`config.mk`:
```
export PLATFORM = sky130hd
export DESIGN_NAME = qm_out_sched
export DESIGN_NICKNAME = d
export VERILOG_FILES = /design/src/rtl/qm_out_sched.sv
export SDC_FILE = /design/constraint.sdc
export NUM_CORES = 1
export LEC_CHECK = 0
export ABC_AREA = 1
export BUFFER_PORTS_ARGS = -buffer_cell sky130_fd_sc_hd__buf_2
export CORE_MARGIN = 2
export CORE_UTILIZATION = 30
export DETAILED_ROUTE_END_ITERATION = 12
export SLEW_MARGIN = 30
export SYNTH_ARGS = -nofsm -noshare
export SYNTH_HDL_FRONTEND = slang
export SYNTH_SLANG_ARGS = --single-unit
```
`constraint.sdc`:
```
create_clock -name clk -period 3.05 [get_ports clk]
set_input_delay 0.1525 -clock clk [delete_from_list [all_inputs] [get_ports clk]]
set_output_delay 0.1525 -clock clk [all_outputs]
set_load 0.01 [all_outputs]
```
`src/rtl/qm_out_sched.sv`:
```
// qm_out_sched: egress scheduler for NUM_Q queue managers sharing one port.
//
// Round-robin arbitration over queues that hold a complete frame (pointer
// FIFO not empty) and are enabled. The winner's length word is popped,
// then exactly that many bytes are read from its data FIFO. The bytes are
// re-emitted as a framed stream (sof/dv/eof). A frame, once granted, always
// runs to completion; IFG idle cycles follow each frame.
//
// Ports:
//   clk, rstn        clock, asynchronous active-low reset
//   q_en             per-queue eligibility, sampled in IDLE only
//   ptr_fifo_empty   per-queue pointer FIFO empty
//   ptr_fifo_rd      one-hot single-cycle pointer FIFO pop
//   ptr_fifo_dout    16 bits per queue, [11:0] = frame byte count
//   data_fifo_rd     one-hot data FIFO pop
//   data_fifo_dout   8 bits per queue
//   out_bp           egress backpressure, sampled in IDLE only
//   out_sof/eof/dv   frame markers and byte valid
//   out_data         frame byte
//   out_port         queue currently (or last) served
//   busy             high whenever the scheduler is not idle
//   zero_len         one-cycle pulse when a popped length word is 0

// Per-queue slice: request qualification and the one-hot read-back mux leg.
module qm_out_sched_lane (
    input  logic        empty,
    input  logic        en,
    input  logic        sel,
    input  logic [15:0] ptr_word,
    input  logic [7:0]  data_byte,
    output logic        req,
    output logic [11:0] len_sel,
    output logic [7:0]  byte_sel
);
    // Upper nibble of the length word carries nothing we use.
    logic unused_hi;
    assign unused_hi = ^ptr_word[15:12];

    assign req      = ~empty & en;
    assign len_sel  = sel ? ptr_word[11:0] : 12'd0;
    assign byte_sel = sel ? data_byte : 8'd0;
endmodule

module qm_out_sched #(
    parameter int NUM_Q = 4,
    parameter int QW    = 3,
    parameter int IFG   = 12
) (
    input  logic                 clk,
    input  logic                 rstn,
    input  logic [NUM_Q-1:0]     q_en,
    input  logic [NUM_Q-1:0]     ptr_fifo_empty,
    output logic [NUM_Q-1:0]     ptr_fifo_rd,
    input  logic [16*NUM_Q-1:0]  ptr_fifo_dout,
    output logic [NUM_Q-1:0]     data_fifo_rd,
    input  logic [8*NUM_Q-1:0]   data_fifo_dout,
    input  logic                 out_bp,
    output logic                 out_sof,
    output logic                 out_eof,
    output logic                 out_dv,
    output logic [7:0]           out_data,
    output logic [QW-1:0]        out_port,
    output logic                 busy,
    output logic                 zero_len
);
    // Gap counter holds IFG-1 down to 0.
    localparam int GW = (IFG > 1) ? $clog2(IFG) : 1;

    typedef enum logic [2:0] {
        S_IDLE,
        S_PTR,
        S_LEN,
        S_DATA,
        S_TAIL,
        S_GAP
    } state_t;

    state_t                  state, state_n;
    logic [QW-1:0]           last_q;
    logic [QW-1:0]           grant;
    logic                    grant_vld;
    int                      rr_idx;
    logic [NUM_Q-1:0]        req;
    logic [NUM_Q-1:0]        sel;
    logic [NUM_Q-1:0][11:0]  lane_len;
    logic [NUM_Q-1:0][7:0]   lane_byte;
    logic [11:0]             len_in;
    logic [7:0]              byte_in;
    logic [11:0]             len_q;
    logic [11:0]             rem;
    logic                    tail_cnt;
    logic [GW-1:0]           gap_cnt;
    // vld_pipe[0] mirrors data_fifo_rd, [1] is FIFO dout valid, [2] is out_dv.
    logic [2:0]              vld_pipe;
    logic                    sof_tag, eof_tag;
    logic                    sof_d1, eof_d1;

    // Lanes: request qualification and a one-hot mux keyed by out_port,
    // which is stable for the whole frame.
    for (genvar i = 0; i < NUM_Q; i++) begin : g_lane
        assign sel[i] = (out_port == QW'(i));
        qm_out_sched_lane u_lane (
            .empty     (ptr_fifo_empty[i]),
            .en        (q_en[i]),
            .sel       (sel[i]),
            .ptr_word  (ptr_fifo_dout[16*i +: 16]),
            .data_byte (data_fifo_dout[8*i +: 8]),
            .req       (req[i]),
            .len_sel   (lane_len[i]),
            .byte_sel  (lane_byte[i])
        );
    end

    always_comb begin
        len_in  = '0;
        byte_in = '0;
        for (int i = 0; i < NUM_Q; i++) begin
            len_in  = len_in | lane_len[i];
            byte_in = byte_in | lane_byte[i];
        end
    end

    // Round-robin search from last_q+1. Walking from the farthest candidate
    // to the nearest lets the nearest requester overwrite the others.
    always_comb begin
        grant     = last_q;
        grant_vld = 1'b0;
        rr_idx    = 0;
        for (int k = NUM_Q; k >= 1; k--) begin
            rr_idx = int'(last_q) + k;
            if (rr_idx >= NUM_Q) rr_idx = rr_idx - NUM_Q;
            if (req[rr_idx]) begin
                grant     = QW'(rr_idx);
                grant_vld = 1'b1;
            end
        end
    end

    always_comb begin
        state_n = state;
        case (state)
            S_IDLE: if (!out_bp && grant_vld) state_n = S_PTR;
            S_PTR:  state_n = S_LEN;
            S_LEN: begin
                if (len_in == 12'd0) state_n = (IFG == 0) ? S_IDLE : S_GAP;
                else                 state_n = S_DATA;
            end
            S_DATA: if (rem == 12'd1) state_n = S_TAIL;
            // Two cycles let the last byte clear the FIFO and output stages.
            S_TAIL: if (tail_cnt) state_n = (IFG == 0) ? S_IDLE : S_GAP;
            S_GAP:  if (gap_cnt == '0) state_n = S_IDLE;
            default: state_n = S_IDLE;
        endcase
    end

    assign sof_tag = (state == S_DATA) && (rem == len_q);
    assign eof_tag = (state == S_DATA) && (rem == 12'd1);

    always_ff @(posedge clk or negedge rstn) begin
        if (!rstn) begin
            state        <= S_IDLE;
            last_q       <= QW'(NUM_Q - 1);
            out_port     <= '0;
            ptr_fifo_rd  <= '0;
            data_fifo_rd <= '0;
            len_q        <= '0;
            rem          <= '0;
            tail_cnt     <= 1'b0;
            gap_cnt      <= '0;
            zero_len     <= 1'b0;
            busy         <= 1'b0;
        end else begin
            state       <= state_n;
            busy        <= (state_n != S_IDLE);
            ptr_fifo_rd <= '0;
            zero_len    <= 1'b0;
            case (state)
                S_IDLE: begin
                    if (state_n == S_PTR) begin
                        out_port    <= grant;
                        ptr_fifo_rd <= NUM_Q'(1) << grant;
                    end
                end
                S_LEN: begin
                    len_q <= len_in;
                    rem   <= len_in;
                    if (len_in == 12'd0) begin
                        zero_len <= 1'b1;
                        last_q   <= out_port;
                        gap_cnt  <= GW'(IFG - 1);
                    end else begin
                        data_fifo_rd <= sel;
                    end
                end
                S_DATA: begin
                    rem <= rem - 12'd1;
                    if (rem == 12'd1) begin
                        data_fifo_rd <= '0;
                        tail_cnt     <= 1'b0;
                    end
                end
                S_TAIL: begin
                    tail_cnt <= 1'b1;
                    if (tail_cnt) begin
                        last_q  <= out_port;
                        gap_cnt <= GW'(IFG - 1);
                    end
                end
                S_GAP: gap_cnt <= gap_cnt - GW'(1);
                default: ;
            endcase
        end
    end

    // Output pipeline: FIFO read -> FIFO dout -> registered output byte.
    always_ff @(posedge clk or negedge rstn) begin
        if (!rstn) begin
            vld_pipe <= '0;
            sof_d1   <= 1'b0;
            eof_d1   <= 1'b0;
            out_sof  <= 1'b0;
            out_eof  <= 1'b0;
            out_data <= '0;
        end else begin
            vld_pipe <= {vld_pipe[1:0], (state_n == S_DATA)};
            sof_d1   <= sof_tag;
            eof_d1   <= eof_tag;
            out_sof  <= sof_d1;
            out_eof  <= eof_d1;
            out_data <= vld_pipe[1] ? byte_in : 8'd0;
        end
    end

    assign out_dv = vld_pipe[2];
endmodule

```
# Word level (Yosys, flattened, before mapping)
# Index checks and enable logic that the tools add are counted.
word_totals:
  ff_bits: 63
  in_bits: 107
  out_inout_bits: 24
classes:
  add_sub_neg: 10
  n_lt_le_gt_ge: 8
  eq_ne: 16
  shift: 1
  n_mux: 55
  bitwise_logic: 14
  n_reduce_logical: 18
op_table:
  columns: ["operator", "n"]
  rows:
  - ["< comparator 32 x 4 -> 1 bit, second input constant", 4]
  - ["2-to-1 mux 32 bit", 4]
  - ["2-to-1 mux 12 bit", 4]
  - ["2-to-1 mux 8 bit", 5]
  - ["bitwise OR 12 bit", 3]
  - ["2-to-1 mux 3 bit", 11]
  - ["2-to-1 mux 4 bit", 6]
  - ["bitwise OR 8 bit", 3]
  - ["one-hot mux 12 bit (2 select lines)", 1]
  - ["subtractor 4 x 3 -> 5 bit, second input constant", 4]
  - ["one-hot mux 3 bit (6 select lines)", 1]
  - [">= comparator 4 x 3 -> 1 bit, second input constant", 4]
  - ["== test 3 x 2 -> 1 bit, second input constant", 5]
  - ["2-to-1 mux 1 bit", 15]
  - ["== test 12 x 1 -> 1 bit, second input constant", 1]
  - ["== test 12 bit", 1]
  - ["logical NOT 12 bit", 1]
  - ["one-hot mux 4 bit (3 select lines)", 1]
  - ["subtractor 12 x 1 -> 12 bit, second input constant", 1]
  - ["== test 3 x 1 -> 1 bit, second input constant", 3]
  - ["AND reduction 3 bit", 3]
  - ["adder 3 x 2 -> 4 bit, second input constant", 2]
  - ["binary-select mux 1 bit (select 2 bit)", 4]
  - ["!= test 2 bit, second input constant", 4]
  - ["17 further kinds", 31]

# Depth between registers and ports, before layout
logic_depth:
  depth_word: 16
  mapped_depth: 14
  mapped_depth_nobuf: 13

# Modules after synthesis
# A second synthesis with hierarchy kept.
hier_totals:
  cells_unflattened: 612
  hier_area_um2: 4055.1
modules_own_cells:
  columns: ["module", "n_inst", "cells_each", "area_per_inst_um2", "seq_area_each_um2"]
  rows:
  - ["qm_out_sched", 1, 436, 3334.4, 1579.0]
  - ["qm_out_sched_lane", 4, 44, 180.2, 0.0]

# Least setup slack after synthesis
# OpenSTA, ideal clock, no wires.
synth_path:
  path_type: "reg-to-reg"
  from: "register last_q[0]"
  to: "register ptr_fifo_rd[1]"
  setup_time_ns: 0.071
  arrival_ns: 1.816
  slack_ns: 1.162
  path_stages_with_launch: 13
  cell_sequence: "dfstp_2 > buf_2 > inv_1 > ha_1 > inv_1 > nand2_1 > nand2_1 > inv_1 > nand4_1 > nand3_1 > inv_1 > nand3_1 > nor2_1"
synth_between:
  elab_chain_len: 16
synth_lines:
  columns: ["item", "line", "source"]
  rows:
  - ["start, declared", "79", "logic [QW-1:0] last_q;"]
  - ["start signal, assigned", "162", "last_q <= QW'(NUM_Q - 1);"]
  - ["start signal, assigned", "189", "last_q <= out_port;"]
  - ["start signal, assigned", "205", "last_q <= out_port;"]
  - ["adder 3 x 3 -> 4 bit", "130", "rr_idx = int'(last_q) + k;"]
  - ["subtractor 4 x 3 -> 5 bit or >= comparator 4 x 3 -> 1 bit (tied branches)", "131", "if (rr_idx >= NUM_Q) rr_idx = rr_idx - NUM_Q;"]
  - ["2-to-1 mux 32 bit", "131", null]
  - ["binary-select mux 1 bit (select 2 bit)", "132", "if (req[rr_idx]) begin"]
  - ["2-to-1 mux 1 bit (implied by the code) (2 in series)", "132", null]
  - ["2-to-1 mux 1 bit (4 in series)", "132", null]
  - ["logical AND 1 bit", "142", "S_IDLE: if (!out_bp && grant_vld) state_n = S_PTR;"]
  - ["2-to-1 mux 3 bit", "142", null]
  - ["one-hot mux 3 bit (6 select lines)", "141", "case (state)"]
  - ["== test 3 x 1 -> 1 bit", "179", "if (state_n == S_PTR) begin"]
  - ["2-to-1 mux 4 bit (*)", "179", null]
  - ["2-to-1 mux 4 bit (*)", "177", "case (state)"]
  - ["end signal, assigned", "181", "ptr_fifo_rd <= NUM_Q'(1) << grant;"]
  - ["end, declared", "53", "output logic [NUM_Q-1:0] ptr_fifo_rd,"]
# Every way passes the cells marked *; elsewhere a longest branch is shown, timed or not. The select of a mux whose other input is x is not followed.
# A chain may end at the register's enable or synchronous reset.

# Final worst setup path
layout_path:
  from: "register out_port[2]"
  to: "register gap_cnt[3]"
layout_between:
  elab_chain_len: 8
layout_lines:
  columns: ["item", "line", "source"]
  rows:
  - ["start, declared", "62", "output logic [QW-1:0] out_port,"]
  - ["start signal, assigned", "180", "out_port <= grant;"]
  - ["== test 3 x 1 -> 1 bit or logical NOT 3 bit (tied branches)", "101", "assign sel[i] = (out_port == QW'(i));"]
  - ["2-to-1 mux 12 bit", "40", "assign len_sel = sel ? ptr_word[11:0] : 12'd0;"]
  - ["bitwise OR 12 bit (2 in series)", "118", "len_in = len_in | lane_len[i];"]
  - ["bitwise OR 12 bit (*)", "118", null]
  - ["logical NOT 12 bit (*)", "187", "if (len_in == 12'd0) begin"]
  - ["!= test 2 bit (no line) (*)", null, null]
  - ["AND reduction 3 bit (no line) (*)", null, null]
  - ["end signal, assigned", "190", "gap_cnt <= GW'(IFG - 1);"]
  - ["end signal, assigned", "206", "gap_cnt <= GW'(IFG - 1);"]
  - ["end signal, assigned", "209", "S_GAP: gap_cnt <= gap_cnt - GW'(1);"]
  - ["end, declared", "92", "logic [GW-1:0] gap_cnt;"]
# Every way passes the cells marked *; elsewhere a longest branch is shown, timed or not.

==> results.toml <==
[run_status]
status = "completed"

[layout]
layout.filler_cells = 1271
multiInputGateArea_um2 = 1840
seqCellArea_um2 = 1580
drive_gt1_frac = 0.258
flow.area_growth_from_synthesis_pct = 28.8
final-instance-count-excl-fill = 767
antenna_cells = 0
fin_util = 0.396
finish.net_count = 727

[hold_path]
holdCritPathClass = "in -> reg"
worstHoldPathCells = 3

[synth]
synth.top_cell.area_share = 0.413
synth-adder-area-share = 0.0169
synth_top_cell_by_area = "sky130_fd_sc_hd__dfrtp_1"
synth_compound_gate_area_share = 0.104
synthSimpleGateAreaFrac = 0.349
postSynthCellCount = 495
number_of_enable_flip_flop_cells_after_synthesis = 0
combinational_family_with_the_most_area_after_synthesis = "simple AND/OR/NAND/NOR gates"
synth_mux_area_frac = 0
post_synth_num_cell_types = 33
xor_xnor_portion_of_the_synthesized_cell_area = 0.0285
ys_top_cells_by_count = "159 x sky130_fd_sc_hd__nand2_1, 61 x sky130_fd_sc_hd__dfrtp_1, 54 x sky130_fd_sc_hd__nand3_1, 44 x sky130_fd_sc_hd__inv_1, 35 x sky130_fd_sc_hd__nor2_1"
netlist_top_cells_area = "sky130_fd_sc_hd__dfrtp_1 41%, sky130_fd_sc_hd__nand2_1 16%, sky130_fd_sc_hd__nand3_1 7.3%"
synth_net_count = 607
yosysMostFrequentCell = "sky130_fd_sc_hd__nand2_1"
synth_flop_cell = "sky130_fd_sc_hd__dfrtp_1"
syn_area_um2 = 3690
synth_seq_cells = 63
post_synthesis_average_cell_area_um2 = 7.46
proportion_of_synthesized_chip_area_in_sequential_cells = 0.428
yosysWarnings = 0
synth_async_sr_flop_share = 1.00

[sta]
setup_tns_ns = 0
setup-violations-final = 0
post-route-period-util = 0.725
final.min_clock_period_ns = 2.21
setup_repair_after_global_routing_missed_its_margin = "no"
finClkSkew_ns = 0.00649
slew_viol_final = 0
fmax_mhz = 453
tightest_slew_margin_relative_to_the_limit = 0.461
number_of_hold_violations_in_the_final_report = 0
transition_time_of_the_tightest_slew_check_pin_ns = 0.808

[global_route]
vias_in_the_first_global_route = 3617
maximum_number_of_pins_on_one_net_before_global_route_repair = 35
grt_usage = 0.170
global_route_wire_length_before_repair_um = 17500
initial_antenna_violation_count = 0
globalRoute.totalOverflow = 0

[placement]
finalWeightedCongestion = 0.912
port_buffers = 114
dp.cells = 750
dpl.hpwl_um = 8240

[worst_setup_path]
critical-path-max-stage-delay_ns = 0.46
worstSetupEndpointType = "flop"
critical_path_depth = 14
timing.critical_path.required_ns = 3.27
start_kind = "flop"
timing.critical_path.buf_inv = 2
critPathArrivalTime_ns = 2.43
crit_path_max_fanout = 20
worstSetupPathType = "reg -> reg"
crit_chain = "nor2_1 -> buf_4 -> nand2_1 -> inv_1 -> nand2_1 -> nand2_1 -> nor2_1 -> nand2_1 -> nor2_4 -> nand4_4 -> nand2_2 -> nand2_2 -> nand2_1 -> nand2_1"
timing.reg2reg.worst_path_depth = 14
most_numerous_cell_on_the_critical_path = "sky130_fd_sc_hd__nand2_1"
slowest_stage = "sky130_fd_sc_hd__dfrtp_1"
cp_top_family = "simple AND/OR/NAND/NOR gates"
reg2reg_slack_ns = 0.84

[clock_network]
clk_root_buffer_cell = "sky130_fd_sc_hd__clkbuf_16"
cts_sinks = 63
post_cts.repair.setup_buffers = 0
cts_tree = "yes"
clkTransAtPathRegs_ns = 0.06
clock_tree.htree_level_count = 3
tritoncts.num_buffers = 9
clock_latency_on_the_worst_skew_pair_ns = 0.33
number_of_buffers_on_the_longest_clock_path = 2

[drt]
wire_length_per_cell_um = 14.2
detail_route.vias_per_cell = 4.88
drt_pre_antenna_iters = 5
drc = 0
via_count = 3741
drt-total-wl_um = 10900
ant_nets = 0
drtIter0Drc = 211

[run]
timing.max_cap.violations = 0

[die]
die_area_um2 = 13200
std_cell_rows = 40
die_width_um = 115
coreArea_um2 = 12000
start_util = 0.307
floorplan.die.height_um = 115
boundaryPins = 131

[power_and_ir_drop]
cellPowerDensity_nw_per_um2 = 941
leakagePower_uw = 0.00252
irDropWorstVdd_v = 0.000407
## path summary, 6_finish.rpt
kind,from,endpoint
setup / recovery,out_port[2]$_DFFE_PN0P_,gap_cnt[3]$_DFFE_PN0P_
max in group asynchronous,rstn,len_q[7]$_DFFE_PN0P_
setup reg to reg,out_port[2]$_DFFE_PN0P_,gap_cnt[3]$_DFFE_PN0P_
hold / removal,data_fifo_dout[2],out_data[2]$_DFF_PN0_
hold reg to reg,vld_pipe[0]$_DFF_PN0_,vld_pipe[1]$_DFF_PN0_
min in group asynchronous,rstn,out_sof$_DFF_PN0_
## cells in the final DEF (no fill, tap or decap), drive strengths merged, types with 5 or more instances in the layout
cell type and n:
nand2 164, o21ai 32, clkbuf 11, xor2 8, a21oi 5, dfrtp 61
a41oi 8, o211ai 6, nor3 8, nand4 20, nor2 41, ha 5
buf 124, inv 49, nand3 55
## timing repair
item / CTS / global route
resized for setup: 0 / 0
hold buffers: 1 / 0
hold endpoints to repair: 30 / 0
## routing by layer
layer	track usage	routed length (um)
met1	0.222	5220
met2	0.286	4950
met3	0.0264	535
met4	0.0594	166
met5	0	0
## through the flow
step / power [uW] / cell area [um2] / worst slack, ns / hold WS, ns
after global routing: 4840 / 4760 / 0.593 / 0.117
after detailed placement: 3400 / 4430 / 0.851 / 0.291
after global placement: 3350 / 4430 / 0.912 / 0.277
after floorplan: 2780 / 3690 / 1.16 / -0.143
after CTS: 4510 / 4760 / 0.843 / 0.103
final: 4470 / 4760 / 0.840 / 0.106
## power by group
part           switching [uW]  internal [uW]  total (uW)  leakage, uW
clock network             396            684        1080     0.000153
registers                 217           1140        1350     0.000799
logic                    1320            720        2040      0.00157
## kinds of logic after synthesis
logic type | count (synthesis)
xor+xnor | 12
buf+inv | 64
simple gates | 289
flops | 63
fa+ha+maj | 5
compound gates | 62
## registers in the layout, indices dropped and copies added, names as in the netlist
register	flops
out_data	8
out_eof	1
data_fifo_rd	4
busy	1
sof_d1	1
zero_len	1
tail_cnt	1
vld_pipe	3
last_q	3
eof_d1	1
gap_cnt	4
out_sof	1
ptr_fifo_rd	4
rem	12
len_q	12
state	3
out_port	3
## final cells by class
class / count / area share
Tap cell: 147 / 0.0387
Timing Repair Buffer: 125 / 0.138
Clock inverter: 5 / 0.0134
Sequential cell: 63 / 0.332
Multi-Input combinational cell: 368 / 0.387
Clock buffer: 11 / 0.0531
Inverter: 48 / 0.0379
## worst register-to-register path: cells and delay by family, from the launching register on
kind          cells  cell delay [ns]
simple gates     12             1.21
flops             1             0.46
buf+inv           2             0.43
Power figures use the tool's default switching activity.
